`config.mk`:
```
export PLATFORM = sky130hd
export DESIGN_NAME = i2c_txn_arbiter_flat
export DESIGN_NICKNAME = d
export VERILOG_FILES = /design/src/rtl/i2c_arb_pkg.sv /design/src/rtl/i2c_txn_arbiter_if.sv /design/src/rtl/rr_arbiter.sv /design/src/rtl/i2c_txn_arbiter.sv /design/src/flat_wrapper.sv
export SDC_FILE = /design/constraint.sdc
export NUM_CORES = 1
export LEC_CHECK = 0
export CAP_MARGIN = 20
export CELL_PAD_IN_SITES_DETAIL_PLACEMENT = 1
export CELL_PAD_IN_SITES_GLOBAL_PLACEMENT = 2
export CORE_MARGIN = 2
export CORE_UTILIZATION = 25
export CTS_CLUSTER_DIAMETER = 80
export DETAILED_ROUTE_END_ITERATION = 8
export PLACE_DENSITY_LB_ADDON = 0.1
export SLEW_MARGIN = 20
export SYNTH_ARGS = -nofsm -noshare
export SYNTH_HDL_FRONTEND = slang
export SYNTH_SLANG_ARGS = --single-unit
```
`constraint.sdc`:
```
create_clock -name clk -period 3.15 [get_ports clk]
set_input_delay 0.63 -clock clk [delete_from_list [all_inputs] [get_ports clk]]
set_output_delay 0.63 -clock clk [all_outputs]
set_load 0.1 [all_outputs]
```
`src/rtl/i2c_arb_pkg.sv`:
```
// Shared state, descriptor types and timing defaults for the I2C transaction arbiter.
// Companion to i2c_txn_arbiter (optional WAIT timeout via I2C_ARB_TIMEOUT_EN).
package i2c_arb_pkg;

  typedef enum logic [2:0] {
    ST_IDLE,
    ST_ISSUE,
    ST_WAIT,
    ST_RESP,
    ST_GAP
  } arb_state_t;

  typedef struct packed {
    logic [6:0]  addr;
    logic        rw;
    logic [7:0]  ptr;
    logic [15:0] wdata;
    logic [1:0]  len;
  } txn_desc_t;

  // tBUF of 1.3 us at 100 MHz, and a generous engine stall bound
  localparam int BUS_FREE_CYC_DEFAULT = 130;
  localparam int TIMEOUT_CYC_DEFAULT  = 100000;

  function automatic logic len_is_legal(input logic [1:0] len);
    return (len == 2'd1) || (len == 2'd2);
  endfunction

endpackage

```
`src/rtl/i2c_txn_arbiter_if.sv`:
```
// Requester and engine signal bundle for i2c_txn_arbiter.
// slave = arbiter side, master = requesters/engine side.
interface i2c_txn_arbiter_if #(
  parameter int N_REQ = 3,
  parameter int IDW   = 2
);

  logic [N_REQ-1:0]    req_valid;
  logic [N_REQ-1:0]    req_ready;
  logic [7*N_REQ-1:0]  req_addr;
  logic [N_REQ-1:0]    req_rw;
  logic [8*N_REQ-1:0]  req_ptr;
  logic [16*N_REQ-1:0] req_wdata;
  logic [2*N_REQ-1:0]  req_len;

  logic [N_REQ-1:0]    rsp_valid;
  logic [15:0]         rsp_rdata;
  logic                rsp_err;

  logic                eng_cmd_valid;
  logic                eng_cmd_ready;
  logic [6:0]          eng_addr;
  logic                eng_rw;
  logic [7:0]          eng_ptr;
  logic [15:0]         eng_wdata;
  logic [1:0]          eng_len;
  logic                eng_done;
  logic [15:0]         eng_rdata;
  logic                eng_nack;
  logic                eng_abort;

  logic                busy;
  logic [IDW-1:0]      grant_id;

  modport slave (
    input  req_valid, req_addr, req_rw, req_ptr, req_wdata, req_len,
    input  eng_cmd_ready, eng_done, eng_rdata, eng_nack,
    output req_ready, rsp_valid, rsp_rdata, rsp_err,
    output eng_cmd_valid, eng_addr, eng_rw, eng_ptr, eng_wdata, eng_len, eng_abort,
    output busy, grant_id
  );

  modport master (
    output req_valid, req_addr, req_rw, req_ptr, req_wdata, req_len,
    output eng_cmd_ready, eng_done, eng_rdata, eng_nack,
    input  req_ready, rsp_valid, rsp_rdata, rsp_err,
    input  eng_cmd_valid, eng_addr, eng_rw, eng_ptr, eng_wdata, eng_len, eng_abort,
    input  busy, grant_id
  );

endinterface

```
`src/rtl/rr_arbiter.sv`:
```
// Combinational round-robin pick: first set request at or after ptr, wrapping.
// ptr must be below N_REQ.
module rr_arbiter #(
  parameter int N_REQ = 3,
  parameter int IDW   = 2
) (
  input  logic [N_REQ-1:0] req,
  input  logic [IDW-1:0]   ptr,
  output logic [N_REQ-1:0] gnt,
  output logic [IDW-1:0]   idx,
  output logic             any
);

  logic [IDW:0]   sum;
  logic [IDW-1:0] cand;

  always_comb begin
    gnt  = '0;
    idx  = '0;
    any  = 1'b0;
    sum  = '0;
    cand = '0;
    for (int i = 0; i < N_REQ; i++) begin
      sum = {1'b0, ptr} + (IDW+1)'(i);
      if (sum >= (IDW+1)'(N_REQ)) begin
        sum = sum - (IDW+1)'(N_REQ);
      end
      cand = sum[IDW-1:0];
      if (!any && req[cand]) begin
        any       = 1'b1;
        idx       = cand;
        gnt[cand] = 1'b1;
      end
    end
  end

endmodule

```
`src/rtl/i2c_txn_arbiter.sv`:
```
// Round-robin sharing of one I2C transaction engine among N_REQ requesters.
// Define I2C_ARB_TIMEOUT_EN to bound WAIT by TIMEOUT_CYC with an engine abort.
module i2c_txn_arbiter
  import i2c_arb_pkg::*;
#(
  parameter int N_REQ        = 3,
  parameter int IDW          = 2,
  parameter int BUS_FREE_CYC = BUS_FREE_CYC_DEFAULT,
  parameter int TIMEOUT_CYC  = TIMEOUT_CYC_DEFAULT
) (
  input logic              clk,
  input logic              rst,
  i2c_txn_arbiter_if.slave bus
);

  if (N_REQ < 2 || N_REQ > 8 || (1 << IDW) < N_REQ || BUS_FREE_CYC < 1 || TIMEOUT_CYC < 1)
  begin : g_param_check
    $error("i2c_txn_arbiter: illegal parameter combination");
  end

  arb_state_t       state;
  txn_desc_t        desc_q;
  txn_desc_t        sel_desc;
  txn_desc_t        req_desc [N_REQ];
  logic [IDW-1:0]   rr_ptr;
  logic [IDW-1:0]   grant_q;
  logic [N_REQ-1:0] owner_q;
  logic [N_REQ-1:0] req_ready_q;
  logic [N_REQ-1:0] rsp_valid_q;
  logic [15:0]      rsp_rdata_q;
  logic             rsp_err_q;
  logic             cmd_valid_q;
  logic             busy_q;
  logic [31:0]      gap_cnt;
  logic [N_REQ-1:0] arb_gnt;
  logic [IDW-1:0]   arb_idx;
  logic             arb_any;
`ifdef I2C_ARB_TIMEOUT_EN
  logic [31:0]      wait_cnt;
  logic             abort_q;
`endif

  for (genvar g = 0; g < N_REQ; g++) begin : g_unpack
    assign req_desc[g] = '{addr:  bus.req_addr[7*g +: 7],
                           rw:    bus.req_rw[g],
                           ptr:   bus.req_ptr[8*g +: 8],
                           wdata: bus.req_wdata[16*g +: 16],
                           len:   bus.req_len[2*g +: 2]};
  end

  assign sel_desc = req_desc[arb_idx];

  rr_arbiter #(
    .N_REQ (N_REQ),
    .IDW   (IDW)
  ) u_rr (
    .req (bus.req_valid),
    .ptr (rr_ptr),
    .gnt (arb_gnt),
    .idx (arb_idx),
    .any (arb_any)
  );

  // Illegal lengths complete immediately with an error and never reach the engine
  always_ff @(posedge clk) begin
    if (rst) begin
      state       <= ST_IDLE;
      desc_q      <= '0;
      rr_ptr      <= '0;
      grant_q     <= '0;
      owner_q     <= '0;
      req_ready_q <= '0;
      rsp_valid_q <= '0;
      rsp_rdata_q <= '0;
      rsp_err_q   <= 1'b0;
      cmd_valid_q <= 1'b0;
      busy_q      <= 1'b0;
      gap_cnt     <= '0;
`ifdef I2C_ARB_TIMEOUT_EN
      wait_cnt    <= '0;
      abort_q     <= 1'b0;
`endif
    end else begin
      req_ready_q <= '0;
`ifdef I2C_ARB_TIMEOUT_EN
      abort_q     <= 1'b0;
`endif
      case (state)
        ST_IDLE: begin
          if (arb_any) begin
            desc_q      <= sel_desc;
            grant_q     <= arb_idx;
            owner_q     <= arb_gnt;
            req_ready_q <= arb_gnt;
            rr_ptr      <= (arb_idx == IDW'(N_REQ - 1)) ? '0 : arb_idx + 1'b1;
            busy_q      <= 1'b1;
            if (len_is_legal(sel_desc.len)) begin
              state       <= ST_ISSUE;
              cmd_valid_q <= 1'b1;
            end else begin
              state       <= ST_RESP;
              rsp_valid_q <= arb_gnt;
              rsp_err_q   <= 1'b1;
              rsp_rdata_q <= '0;
            end
          end
        end

        ST_ISSUE: begin
          if (bus.eng_cmd_ready) begin
            cmd_valid_q <= 1'b0;
            state       <= ST_WAIT;
`ifdef I2C_ARB_TIMEOUT_EN
            wait_cnt    <= '0;
`endif
          end
        end

        // A completion in the same cycle as the timeout takes priority
        ST_WAIT: begin
          if (bus.eng_done) begin
            rsp_rdata_q <= bus.eng_rdata;
            rsp_err_q   <= bus.eng_nack;
            rsp_valid_q <= owner_q;
            state       <= ST_RESP;
          end
`ifdef I2C_ARB_TIMEOUT_EN
          else if (wait_cnt == 32'(TIMEOUT_CYC - 1)) begin
            abort_q     <= 1'b1;
            rsp_rdata_q <= '0;
            rsp_err_q   <= 1'b1;
            rsp_valid_q <= owner_q;
            state       <= ST_RESP;
          end else begin
            wait_cnt <= wait_cnt + 32'd1;
          end
`endif
        end

        ST_RESP: begin
          rsp_valid_q <= '0;
          gap_cnt     <= '0;
          state       <= ST_GAP;
        end

        ST_GAP: begin
          if (gap_cnt == 32'(BUS_FREE_CYC - 1)) begin
            state  <= ST_IDLE;
            busy_q <= 1'b0;
          end else begin
            gap_cnt <= gap_cnt + 32'd1;
          end
        end

        default: begin
          state  <= ST_IDLE;
          busy_q <= 1'b0;
        end
      endcase
    end
  end

  assign bus.req_ready     = req_ready_q;
  assign bus.rsp_valid     = rsp_valid_q;
  assign bus.rsp_rdata     = rsp_rdata_q;
  assign bus.rsp_err       = rsp_err_q;
  assign bus.eng_cmd_valid = cmd_valid_q;
  assign bus.eng_addr      = desc_q.addr;
  assign bus.eng_rw        = desc_q.rw;
  assign bus.eng_ptr       = desc_q.ptr;
  assign bus.eng_wdata     = desc_q.wdata;
  assign bus.eng_len       = desc_q.len;
  assign bus.busy          = busy_q;
  assign bus.grant_id      = grant_q;
`ifdef I2C_ARB_TIMEOUT_EN
  assign bus.eng_abort     = abort_q;
`else
  assign bus.eng_abort     = 1'b0;
`endif

endmodule
```
`src/flat_wrapper.sv`:
```
// flat-port wrapper written by rule: the top's interface ports become plain ports
module i2c_txn_arbiter_flat import i2c_arb_pkg::*;
#(
  parameter int N_REQ        = 3,
  parameter int IDW          = 2,
  parameter int BUS_FREE_CYC = BUS_FREE_CYC_DEFAULT,
  parameter int TIMEOUT_CYC  = TIMEOUT_CYC_DEFAULT
)
  (clk, rst, bus_req_valid, bus_req_addr, bus_req_rw, bus_req_ptr, bus_req_wdata, bus_req_len, bus_eng_cmd_ready, bus_eng_done, bus_eng_rdata, bus_eng_nack, bus_req_ready, bus_rsp_valid, bus_rsp_rdata, bus_rsp_err, bus_eng_cmd_valid, bus_eng_addr, bus_eng_rw, bus_eng_ptr, bus_eng_wdata, bus_eng_len, bus_eng_abort, bus_busy, bus_grant_id);
  i2c_txn_arbiter_if #(.N_REQ(N_REQ), .IDW(IDW)) bus_i ();
  input logic clk;
  input logic rst;
  input wire logic [$bits(bus_i.req_valid)-1:0] bus_req_valid;
  input wire logic [$bits(bus_i.req_addr)-1:0] bus_req_addr;
  input wire logic [$bits(bus_i.req_rw)-1:0] bus_req_rw;
  input wire logic [$bits(bus_i.req_ptr)-1:0] bus_req_ptr;
  input wire logic [$bits(bus_i.req_wdata)-1:0] bus_req_wdata;
  input wire logic [$bits(bus_i.req_len)-1:0] bus_req_len;
  input wire logic [$bits(bus_i.eng_cmd_ready)-1:0] bus_eng_cmd_ready;
  input wire logic [$bits(bus_i.eng_done)-1:0] bus_eng_done;
  input wire logic [$bits(bus_i.eng_rdata)-1:0] bus_eng_rdata;
  input wire logic [$bits(bus_i.eng_nack)-1:0] bus_eng_nack;
  output wire logic [$bits(bus_i.req_ready)-1:0] bus_req_ready;
  output wire logic [$bits(bus_i.rsp_valid)-1:0] bus_rsp_valid;
  output wire logic [$bits(bus_i.rsp_rdata)-1:0] bus_rsp_rdata;
  output wire logic [$bits(bus_i.rsp_err)-1:0] bus_rsp_err;
  output wire logic [$bits(bus_i.eng_cmd_valid)-1:0] bus_eng_cmd_valid;
  output wire logic [$bits(bus_i.eng_addr)-1:0] bus_eng_addr;
  output wire logic [$bits(bus_i.eng_rw)-1:0] bus_eng_rw;
  output wire logic [$bits(bus_i.eng_ptr)-1:0] bus_eng_ptr;
  output wire logic [$bits(bus_i.eng_wdata)-1:0] bus_eng_wdata;
  output wire logic [$bits(bus_i.eng_len)-1:0] bus_eng_len;
  output wire logic [$bits(bus_i.eng_abort)-1:0] bus_eng_abort;
  output wire logic [$bits(bus_i.busy)-1:0] bus_busy;
  output wire logic [$bits(bus_i.grant_id)-1:0] bus_grant_id;
  assign bus_i.req_valid = bus_req_valid;
  assign bus_i.req_addr = bus_req_addr;
  assign bus_i.req_rw = bus_req_rw;
  assign bus_i.req_ptr = bus_req_ptr;
  assign bus_i.req_wdata = bus_req_wdata;
  assign bus_i.req_len = bus_req_len;
  assign bus_i.eng_cmd_ready = bus_eng_cmd_ready;
  assign bus_i.eng_done = bus_eng_done;
  assign bus_i.eng_rdata = bus_eng_rdata;
  assign bus_i.eng_nack = bus_eng_nack;
  assign bus_req_ready = bus_i.req_ready;
  assign bus_rsp_valid = bus_i.rsp_valid;
  assign bus_rsp_rdata = bus_i.rsp_rdata;
  assign bus_rsp_err = bus_i.rsp_err;
  assign bus_eng_cmd_valid = bus_i.eng_cmd_valid;
  assign bus_eng_addr = bus_i.eng_addr;
  assign bus_eng_rw = bus_i.eng_rw;
  assign bus_eng_ptr = bus_i.eng_ptr;
  assign bus_eng_wdata = bus_i.eng_wdata;
  assign bus_eng_len = bus_i.eng_len;
  assign bus_eng_abort = bus_i.eng_abort;
  assign bus_busy = bus_i.busy;
  assign bus_grant_id = bus_i.grant_id;
  i2c_txn_arbiter #(.N_REQ(N_REQ), .IDW(IDW), .BUS_FREE_CYC(BUS_FREE_CYC), .TIMEOUT_CYC(TIMEOUT_CYC)) u_core (.clk(clk), .rst(rst), .bus(bus_i));
endmodule
```
==> results.md, run 1 <==
* Crit Path Category: register to register
* Minimum clock period at around 2.9 ns
* Final #Nets at 949
* Die W at 148.7 microns
* Worst Path Max Fanout at 10
* Setup bufs post-CTS at 0
* Number of global-route vias before repair at 5491
* HPWL Detailed at 13280 microns
* First-pass GRT wire length at 27870 microns
* Yosys top cell area share at 38.61%
* EDFF count, synth at 0
* Ys Warns at 0
* Mapped cell area at 5236 sq um
* TritonCTS clock tree: done
* Core area at 20360 sq um
* Reg2reg setup slack at 0.24 ns
* Layout cells sized above 1 at 17.76%
* Clock Path Buffers at 2
* Mapped Cells at 626
* R2R cell count at 11
* Syn_area_per_cell at 8.365 sq um
* Count of final setup violators at 0
* Worst Hold Endpoint: u_core.owner_q[0]
* Worst reg2reg startpoint: u_core.rr_ptr[1]
* CP Launch Type: register
* Pleak at 3.000 nW
* Asr flop ratio synth at 0%
* Seq/Total Area, Yosys at between 30% and 40%
* Clock skew at about 0.012 ns
* Hold depth at 2
* Die Span Y at 148.7 microns
* Via density per instance at around 4.8
* Synthesis-stage register bit count at 101
* GRT Overall Usage at between 10% and 20%
* Starting Density at 25.71%
* Max Freq at 344.0 MHz
* Routed wire length at 17430 microns
* Crit end category: register
* Routability congestion estimate at between 0.7 and 0.8
* Die ar. at 22120 sq um
* Final Max Slew Viols at 0
* Clock slew at reported path FFs at 0.08 ns
* Antenna Violating Nets Remaining at 0
* Initial antenna violation count at 0
* Crit Reg-Reg Endpoint: u_core.bus.rsp_valid[2]
* Area delta synth->final at 49.01%
* Ports at between 150 and 200
* Critical Path AT at between 3 and 4 ns
* Normalized max-slew margin at 47.05%
* Total congestion overflow at 0
* CP required at 3.41 ns
* Period utilization at between 90 and 100%
* DR pass1 iterations at 4
* Skew-Pair Late Insertion Delay at 0.35 ns
* Quantity of hold-fixing buffers added after cts at 0
* Synth cell types at 60
* RSZ-0062 raised after global routing: false
* Total Power at 8.137 mW
* Worst Hold Launch: u_core.owner_q[0]
* Most area-consuming cells after synthesis: dfxtp_1, nor2_1, mux2i_1
* # rows at 52
* Post-synth net total at 758
* Worst-Margin Slew at between 0.7 and 0.8 ns
* Yosys top cell by area: dfxtp_1
* PD cells at 1043 nW/um^2
* Vias at 5270
* H-tree level count at 3
* HP Class: register to register
* Top FF cell, synth: dfxtp_1
* Setup TNS Final at 0 ns
* Initial DRC Count at about 170
* Root buf cell: clkbuf_16
* Wire per inst at approximately 16 microns
* Endpoints failing hold at 0
* Clk sink count at 101
* PortBufs at 186
* Diode count at 0
* Drt drc at 0
* Pin count of the biggest net entering global routing at 66
* Max-cap violations at 0
* Status: finished, final reports clean
* Max IR drop VDD at 0.6110 mV
* CTS Buf Count at 9
[cell usage in the layout, fill, tap and decap left out, types with 4 or more instances in the layout]
cell             netlist  layout
a211oi_1              35      35
a21oi_1               65      64
a311oi_1               9       9
a311oi_2              10      10
a31oi_1                5       5
and4_1                 6       6
buf_12                 0       7
buf_4                  1      91
clkbuf_16              0       9
clkdlybuf4s50_1        0     124
dfxtp_1              101     101
ha_1                   6       5
inv_1                  9       9
inv_8                  0       4
mux2i_1               35      35
nand2_1               39      39
nand2b_1               9       8
nand3_1               12      12
nand4_1               10      10
nor2_1               115     115
nor2b_1                5       5
nor3_1                15      13
nor3b_1                8       8
nor4_1                 7       7
o21ai_0                7       7
xnor2_1                6       6
xor2_1                21      21
[how the worst max path moves through the flow]
stage,from,slack (ns),to,cells past startpoint
final,u_core.rr_ptr[1],0.24,u_core.bus.rsp_valid[2],11
after global routing,u_core.rr_ptr[1],0.04,u_core.bus.rsp_err,11
after CTS,u_core.rr_ptr[0],0.15,u_core.bus.rsp_valid[2],12
after detailed placement,bus_req_valid[1],-0.15,u_core.bus.rsp_valid[2],11
after global placement,bus_req_valid[1],-0.01,u_core.bus.rsp_valid[2],10
after floorplan,u_core.rr_ptr[0],0.48,u_core.bus.rsp_valid[2],12
[per-stage QoR]
| stage | util [%] | hold WS [ns] | setup slack (ns) | cells | instance area (sq um) |
|---|---|---|---|---|---|
| final | 38.31 | 0.4607 | 0.2430 | 1092 | 7802 |
| after floorplan | - | 0.4315 | 0.4786 | 626 | 5236 |
| after global routing | 38.31 | 0.4959 | 0.03982 | 1092 | 7802 |
| after detailed placement | 36.70 | 0.4559 | -0.1459 | 1076 | 7475 |
| after global placement | 36.70 | 0.4422 | -0.01178 | 1076 | 7475 |
| after CTS | 38.25 | 0.4678 | 0.1468 | 1092 | 7789 |
[sequential cells by signal (all words and copies together) (netlist names)]
name	cells
u_core.bus.rsp_valid	3
u_core.bus.grant_id	2
u_core.bus.eng_len	2
u_core.bus.eng_cmd_valid	1
u_core.bus.eng_addr	7
u_core.owner_q	3
u_core.bus.busy	1
u_core.bus.eng_wdata	16
u_core.state	3
u_core.bus.rsp_err	1
u_core.bus.eng_rw	1
u_core.bus.rsp_rdata	16
u_core.gap_cnt	32
u_core.bus.req_ready	3
u_core.rr_ptr	2
u_core.bus.eng_ptr	8
[metal layers]
metal | global-route usage, % | vias up | wire length, microns
li1 | - | 2622 | -
met1 | 18.52 | 2535 | 7464
met2 | 28.84 | 101 | 9020
met3 | 3.282 | 12 | 760
met4 | 4.095 | 0 | 184
met5 | 0 | - | 0
[cell families (layout without fill, tap and decap cells)]
kind of cell | count (synthesis) | after routing | share of synthesized area, %
compound gates | 157 | 157 | 21.17
xor+xnor | 28 | 28 | 4.827
fa+ha+maj | 6 | 6 | 1.434
buf+inv | 52 | 248 | 4.396
flops | 101 | 101 | 38.61
mux | 37 | 37 | 7.240
other cells | 1 | 1 | 0.07162
simple gates | 244 | 244 | 22.25
[report_power, final]
group / switching [mW] / leakage (nW) / internal [mW]
logic: 3.43 / 2.02 / 1.84
clock network: 0.555 / 0.158 / 0.641
registers: 0.140 / 0.824 / 1.52
[critical path, cell delays in order (launching register included)]
cell and delay (ns):
dfxtp_1 0.35, inv_1 0.09, ha_1 0.39, mux2_4 0.34
a211oi_2 0.34, nor3_1 0.08, a211oi_1 0.23, o2bb2ai_1 0.23
buf_4 0.19, o41ai_2 0.09, o21ba_2 0.24, a311oi_2 0.25
[cell usage after synthesis (10+ instances only)]
master,count
nor2_1,115
xor2_1,21
a311oi_2,10
a211oi_1,35
nand2_1,39
nor3_1,15
nand4_1,10
nand3_1,12
mux2i_1,35
clkbuf_1,23
dfxtp_1,101
a21oi_1,65
[cell type report]
cell class / count / area (sq um)
inverter: 9 / 33.78
clock buffer: 9 / 225.2
fill: 2394 / 12560
clock inverter: 7 / 88.84
timing repair buffer: 223 / 2069
sequential: 101 / 2022
tap: 270 / 337.8
multi-input combinational: 473 / 3025
[what timing repair did]
item                       4_1_cts  5_1_grt
setup endpoints to repair        0        7
hold endpoints to repair         0        0
gates resized for setup          0        3
No activity file was read; power rests on OpenSTA's default activity.
==> inputs of run 2 (changes only) <==
Settings changed: MAX_ROUTING_LAYER from default to met4, TNS_END_PERCENT from default to 10.
==> results.md, run 2 (synthesis results as in run 1) <==
* PD cells at 1043 nW/um^2 (about the same)
* Crit end category: register
* Fillers at 2394 (unchanged)
* Crit Path Category: register to register
* Worst Path Max Fanout at 10 (unchanged)
* Crit Reg-Reg Endpoint: u_core.bus.rsp_valid[2]
* Multi-input gate area at 3025 sq um (unchanged)
* Max IR drop VDD at 0.6119 mV (+0.14%)
* Period utilization at 92.34% (about the same)
* Critical Path Stages at 11 (unchanged)
* Quantity of hold-fixing buffers added after cts at 0 (unchanged)
* Normalized max-slew margin at 46.91% (-0.14 points)
* Clock slew at reported path FFs at 0.08 ns (about the same)
* Total congestion overflow at 0 (unchanged)
* Routability congestion estimate at 0.7949 (+1.4%)
* Reg2reg setup slack at 0.24 ns (about the same)
* Final Max Slew Viols at 0 (unchanged)
* Setup TNS Final at 0 ns (unchanged)
* DR pass1 iterations at 4 (unchanged)
* RSZ-0062 raised after global routing: false
* Critical Path AT at 3.17 ns (about the same)
* HP Class: register to register
* PortBufs at 186 (unchanged)
* First-pass GRT wire length at 27860 microns (about the same)
* CP Launch Type: register
* NetSw at 4.131 mW (about the same)
* Clk sink count at 101 (unchanged)
* Worst setup endpoint: u_core.bus.rsp_valid[2]
* # rows at 52 (unchanged)
* Clock skew at 0.009426 ns (-0.002625 ns)
* GRT Overall Usage at 16.18% (+0.48 points)
* Die Span Y at 148.7 microns (unchanged)
* Clock Path Buffers at 2 (unchanged)
* CTS Buf Count at 9 (unchanged)
* Cells along the critical path: inv_1 -> ha_1 -> mux2_4 -> a211oi_2 -> nor3_1 -> a211oi_1 -> o2bb2ai_1 -> buf_4 -> o41ai_2 -> o21ba_2 -> a311oi_2
* Starting Density at 25.71% (unchanged)
* Pin count of the biggest net entering global routing at 66 (unchanged)
* Root buf cell: clkbuf_16
* Endpoints failing hold at 0 (unchanged)
* Die W at 148.7 microns (unchanged)
* Area delta synth->final at 49.01% (unchanged)
* Setup bufs post-CTS at 0 (unchanged)
* Cell family with most CP delay: compound AO/OA/AOI/OAI gates
* Slowest stage delay, CP at 0.39 ns (about the same)
* Max reg flops at 32 (unchanged)
* Via density per instance at 4.828 (about the same)
* Ports at 188 (unchanged)
* Number of global-route vias before repair at 5498 (+0.13%)
* TritonCTS clock tree: done
* CP required at 3.41 ns (about the same)
* Drt drc at 0 (unchanged)
* Layout cells sized above 1 at 17.76% (unchanged)
* Total Power at 8.140 mW (about the same)
* Count of final setup violators at 0 (unchanged)
* Worst reg2reg startpoint: u_core.rr_ptr[1]
* Die ar. at 22120 sq um (unchanged)
* Clock power share at 14.7% (about the same)
* Routed wire length at 17420 microns (about the same)
* Minimum clock period at 2.909 ns (+0.001741 ns)
* CP max stage cell: ha_1
* HPWL Detailed at 13280 microns (unchanged)
* Logic pwr share at 64.9% (about the same)
* Vias at 5272 (+0.038%)
* Buf/Inv on CP at 2 (unchanged)
* Sw frac at 50.74% (about the same)
* Biggest register: u_core.gap_cnt
* Commonest non-fill, non-tap cell in the layout: clkdlybuf4s50_1
* R2R cell count at 11 (unchanged)
* Diode count at 0 (unchanged)
* Initial DRC Count at 184 (+7.6%)
* Min Hold Slack at 0.4607 ns (+0.00003300 ns)
* Register area at 2022 sq um (unchanged)
* Pleak at 3.000 nW (unchanged)
* Core area at 20360 sq um (unchanged)
* Register share of total power at 20.4% (about the same)
* Worst-Margin Slew at 0.7934 ns (+0.002025 ns)
* Max Freq at 343.8 MHz (about the same)
* Initial antenna violation count at 0 (unchanged)
* Antenna Violating Nets Remaining at 0 (unchanged)
* Crit path from: u_core.rr_ptr[1]
* Post_cts resized at 0 (unchanged)
* Cell Int Power at 4.010 mW (about the same)
* Skew-Pair Late Insertion Delay at 0.35 ns (about the same)
* Most frequent cells in the layout: clkdlybuf4s50_1, nor2_1, dfxtp_1, buf_4, a21oi_1
* H-tree level count at 3 (unchanged)
* Wire per inst at 15.95 microns (about the same)
* Max-cap violations at 0 (unchanged)
* Status: finished, final reports clean
* Final #Nets at 949 (unchanged)
-- run 2: cell counts in the layout (fill, tap and decap cells not counted) --
Identical to the previous run, type by type.
-- run 2: power groups by stage --
stage                     Clock [mW]  Sequential [mW]  Combinational (mW)
after floorplan                    0             3.03                2.33
after global placement             0             1.69                5.23
after detailed placement           0             1.69                5.30
after CTS                       1.24             1.67                5.32
after global routing            1.29             1.70                5.71
final                           1.20             1.66                5.28
-- run 2: metal layers --
metal,wire length [microns],vias up,track usage [%]
met5,0,-,-
li1,-,2624,-
met2,9019,100,28.82
met3,633,13,2.485
met1,7550,2535,18.86
met4,214,0,4.667
-- run 2: worst min path at each step --
stage                      startpoint                 to  slack, ns  cells past startpoint
global placement    u_core.owner_q[1]  u_core.owner_q[1]       0.44                      2
detailed placement  u_core.owner_q[0]  u_core.owner_q[0]       0.46                      2
finish              u_core.owner_q[0]  u_core.owner_q[0]       0.46                      2
CTS                 u_core.owner_q[0]  u_core.owner_q[0]       0.47                      2
global route        u_core.owner_q[0]  u_core.owner_q[0]       0.50                      2
floorplan           u_core.owner_q[0]  u_core.owner_q[0]       0.43                      2
-- run 2: cell type report --
class	count	share of cell area (%)
Multi-Input combinational cell	473	38.77
Timing Repair Buffer	223	26.52
Sequential cell	101	25.91
Tap cell	270	4.330
Clock buffer	9	2.886
Clock inverter	7	1.139
Inverter	9	0.4330
-- run 2: through the flow --
stage | setup WS [ns] | instances | util (%) | cell area, sq um
after floorplan | 0.4786 | 626 | - | 5236
after global placement | -0.01178 | 1076 | 36.70 | 7475
after detailed placement | -0.1459 | 1076 | 36.70 | 7475
after CTS | 0.1468 | 1092 | 38.25 | 7789
after global routing | 0.03961 | 1092 | 38.31 | 7802
final | 0.2413 | 1092 | 38.31 | 7802
-- run 2: worst min-delay path: stages, from the launching register on --
cell,delay (ns)
dfxtp_1,0.31
nand2_1,0.05
a21oi_1,0.05
==> inputs of run 3 (changes only) <==
Settings changed: SLEW_MARGIN 20 to default.
==> results of run 3 <==
Same layout as run 2: the final DEF is identical, and so are final timing and power.
==> RTL change 1 (settings of run 2) <==
Reset style: asynchronous (`rst`), changed in one clocked block.
--- a/src/rtl/i2c_txn_arbiter.sv
+++ b/src/rtl/i2c_txn_arbiter.sv
@@ -63,5 +63,5 @@
 
   // Illegal lengths complete immediately with an error and never reach the engine
-  always_ff @(posedge clk) begin
+  always_ff @(posedge clk or posedge rst) begin
     if (rst) begin
       state       <= ST_IDLE;
Check against the original RTL: differs if rst is asserted again (counterexample within 4 cycles, from zero or initial values and one cycle with rst high); with rst held inactive, the same outputs for 10 cycles.
==> RTL change 1 against run 2 <==
First-iteration DRC count rose by 2.7%. Non-clock buffer count fell by 16. Total power rose by 15%. Sequential cell count did not move. Worst setup slack improved by 48 ps. Routed wire length rose by 14%. Via count rose by 0.76%. Clock skew rose by 0.72 ps. Final area rose by 3.7%. Area after synthesis rose by 8.1%. Critical endpoint is now u_core.bus.eng_wdata[10].
==> RTL change 1: results <==
set metrics [dict create \
    worst_pin_slew_ps 697.9 \
    switchingPower_uw 5276 \
    outcome "finished clean" \
    grt_util_met2_pct 30.34 \
    grt_use_total_pct 17.67 \
    place_area_sq_um 7765 \
    grtUsageMet3_pct 2.942 \
    clock_skew_ps 10.15 \
    routed_wirelength_um 19830 \
    drive_above_1_share_pct 15.42 \
    register_area_sq_um 2527 \
    wl_met2_um 10140 \
    yosys-top-cells-count "dfrtp_1 (101), o21ai_0 (66), nand2_1 (56)" \
    post-place-ws_ps -38.53 \
    crit_fanout 18 \
    buffers 207 \
    grt_pass1_wl_um 32580 \
    antenna_cells 1 \
    wl_met1_um 8600 \
    inverters 26 \
    critical_path_arrival_ps 3120 \
    gp_congestion 0.8221 \
    via_per_inst 4.932 \
    reg2reg_to "u_core.bus.eng_wdata[10]" \
    synth_cells 612 \
    total_leakage_power_uw 0.003339 \
    antenna_found_initial 1 \
    yosysUniqueCellTypes 62 \
    hold_ws_ps 483.2 \
    yosysSeqAreaShare_pct 44.67 \
    wl_per_cell_um 18.41 \
    synth_ff_type "dfrtp_1" \
    use_met1_pct 21.37 \
    final_core_util_pct 36.07 \
    multiInputGateArea_sq_um 2853 \
    hpwl_um 14330 \
    hold_end "u_core.bus.eng_addr[1]" \
    synth_nets 744 \
    buffer_area_share_pct 23.84 \
]
-- RTL change 1: changes by cell type after synthesis, moves of 17 or more --
cell / delta
nor2_1: -75
dfxtp_1: -101
a21oi_1: -54
xor2_1: -19
dfrtp_1: +101
xnor2_1: +22
o21ai_0: +59
and2_1: +36
nand2_1: +17
inv_1: +17
a22o_1: +18
mux2i_1: -31
-- RTL change 1: worst max-delay path, cell delays in order (launching register included) --
cell,delay [ps]
dfrtp_1,410
inv_1,110
ha_1,430
mux2i_1,280
o21ai_0,120
buf_4,170
o31ai_4,470
buf_4,330
buf_4,290
nand2_1,80
o21ai_0,80
-- RTL change 1: how the worst max path moves through the flow --
stage                     start                  endpoint  slack (ps)  cells past startpoint
2_1_floorplan  u_core.rr_ptr[1]   u_core.bus.rsp_valid[0]         670                      9
6_report       u_core.rr_ptr[0]  u_core.bus.eng_wdata[10]         290                     10
4_1_cts        u_core.rr_ptr[1]   u_core.bus.rsp_rdata[8]         130                      8
5_1_grt        u_core.rr_ptr[0]     u_core.bus.eng_ptr[7]          40                     10
3_5_place_dp   bus_req_valid[0]   u_core.bus.eng_wdata[8]         -40                      8
3_3_place_gp   bus_req_valid[0]   u_core.bus.eng_wdata[8]          60                      8
-- RTL change 1: power by group through the flow --
stage | sequential, uW | clock (uW) | combinational [uW]
2_1_floorplan | 4280 | 0 | 2200
3_3_place_gp | 2020 | 0 | 6120
3_5_place_dp | 2030 | 0 | 6200
4_1_cts | 2010 | 1270 | 6210
5_1_grt | 2070 | 1320 | 6580
6_report | 2000 | 1210 | 6120
-- RTL change 1: cell families after synthesis --
group                      synth area share, %
and+or+nand+nor                          20.08
AOI/OAI and AO/OA                        22.67
DFF                                      44.67
buffers and inverters                    5.396
xor gates and xnor gates                 4.644
adders and majority gates                1.327
muxes                                    1.150
other                                  0.06628
==> RTL change 2 (flow settings as in run 2) <==
Without the edit above. The option `I2C_ARB_TIMEOUT_EN` is turned on by a define.
--- a/src/rtl/i2c_txn_arbiter.sv
+++ b/src/rtl/i2c_txn_arbiter.sv
@@ -1,4 +1,6 @@
 // Round-robin sharing of one I2C transaction engine among N_REQ requesters.
 // Define I2C_ARB_TIMEOUT_EN to bound WAIT by TIMEOUT_CYC with an engine abort.
+`define I2C_ARB_TIMEOUT_EN
+
 module i2c_txn_arbiter
   import i2c_arb_pkg::*;
Formal check against the unedited RTL: no difference found for any inputs over 4 cycles, from zero or initial values and one cycle with rst high; that may be too few to reach the edited logic, so the function may still have changed.
==> RTL change 2 against run 2 <==
Sequential cell count grew 33. Final area grew 31%. Global-route usage grew 0.50 points. Total power grew 33%. Routed wire length grew 41%. Area after synthesis grew 38%. Largest power group unchanged. First-iteration DRC count grew 57%. Worst setup slack gained 37 ps.
==> RTL change 2: results <==
set metrics [dict create \
    outcome "finished clean" \
    yosysWarnings 0 \
    hold_ws_ps 451.1 \
    synth_edf_count 0 \
    synthMuxAreaShare_pct 7.226 \
    wl_met3_um 1521 \
    htreeDepth 4 \
    synthAdderAreaFrac_pct 1.216 \
    gp_congestion 0.7761 \
    drive_above_1_share_pct 19.94 \
    synth_compound_area_share_pct 21.73 \
    cts_root_buf "clkbuf_16" \
    fill_cells 3337 \
    yosysUniqueCellTypes 77 \
    grt_max_degree 76 \
    synth_area_leaders "dfxtp_1 (37%), nor2_1 (5.2%), xnor2_1 (3.8%), mux2_4 (3.8%), a221oi_2 (3.5%)" \
    vias 6839 \
    ff2ff_path_depth 9 \
    cts_setup_buffers 0 \
    hpwl_um 17210 \
    clock_skew_ps 13.31 \
    min_from "u_core.bus.eng_cmd_valid" \
    wl_met2_um 11740 \
    drt_iter0_markers 288 \
    internal-power_uw 5533 \
    setup_viol 0 \
    nets 1134 \
    cp-startpoint "u_core.rr_ptr[0]" \
    yosys-top-cells-count "dfxtp_1 (134), nor2_1 (99), nand2_1 (46)" \
    wl_per_cell_um 17.59 \
    worst-r2r-setup-slack_ps 280 \
    cp-endpoint "u_core.bus.eng_ptr[2]" \
    grt_use_total_pct 16.68 \
    hp-class "register to register" \
    yosysSeqAreaShare_pct 37.24 \
    wl_met1_um 11100 \
    antenna_cells 0 \
    use_met1_pct 19.95 \
    hold_end "u_core.bus.eng_cmd_valid" \
    grt_util_met2_pct 27.61 \
    crit_fanout 35 \
    total_leakage_power_uw 0.003724 \
    post-place-ws_ps -118.4 \
    ir_drop_mv 0.5527 \
    grt_pass1_wl_um 39240 \
    clk_pin_slew_ps 60 \
    port_buffers 187 \
    worstReg2RegStart "u_core.rr_ptr[0]" \
    yosys.area_share.xor_xnor_pct 6.444 \
    final_max_slew_viol_count 0 \
    fmax_mhz 348.2 \
    grtUsageMet3_pct 5.000 \
    clock_latency_ps 430 \
    slew_headroom_pct 61.17 \
    grt_pass1_vias 7126 \
    cts_buffers 17 \
    synth_nets 935 \
    place_area_sq_um 9528 \
]
==> RTL change 2: critical path, stage by stage, from the launching register on <==
cell and delay, ps:
dfxtp_1 370, inv_1 80, ha_1 460, nand3b_1 160, a21oi_1 300, a211o_2 320
buf_12 280, mux2_2 370, a221oi_1 280, nor3_1 80
==> RTL change 2: area by class of cell <==
cell class | count | area share, %
inverters | 38 | 1.394
clock buffers | 20 | 4.562
well taps | 384 | 4.697
multi-input cells | 583 | 40.70
clock inverters | 11 | 2.140
flip-flops and latches | 134 | 26.22
repair buffers | 227 | 20.28
==> RTL change 2: power by group through the flow <==
stage	Sequential, uW	Combinational [uW]	Clock (uW)
global route	2280	6690	2490
finish	2230	6250	2360
global placement	2270	6280	0
detailed placement	2270	6290	0
floorplan	4050	2770	0
CTS	2240	6300	2430
==> RTL change 2: metrics by stage <==
stage	std cells	utilization (%)
after floorplan	802	-
after global placement	1365	33.38
after detailed placement	1365	33.38
after CTS	1396	35.78
after global routing	1397	35.83
final	1397	35.83
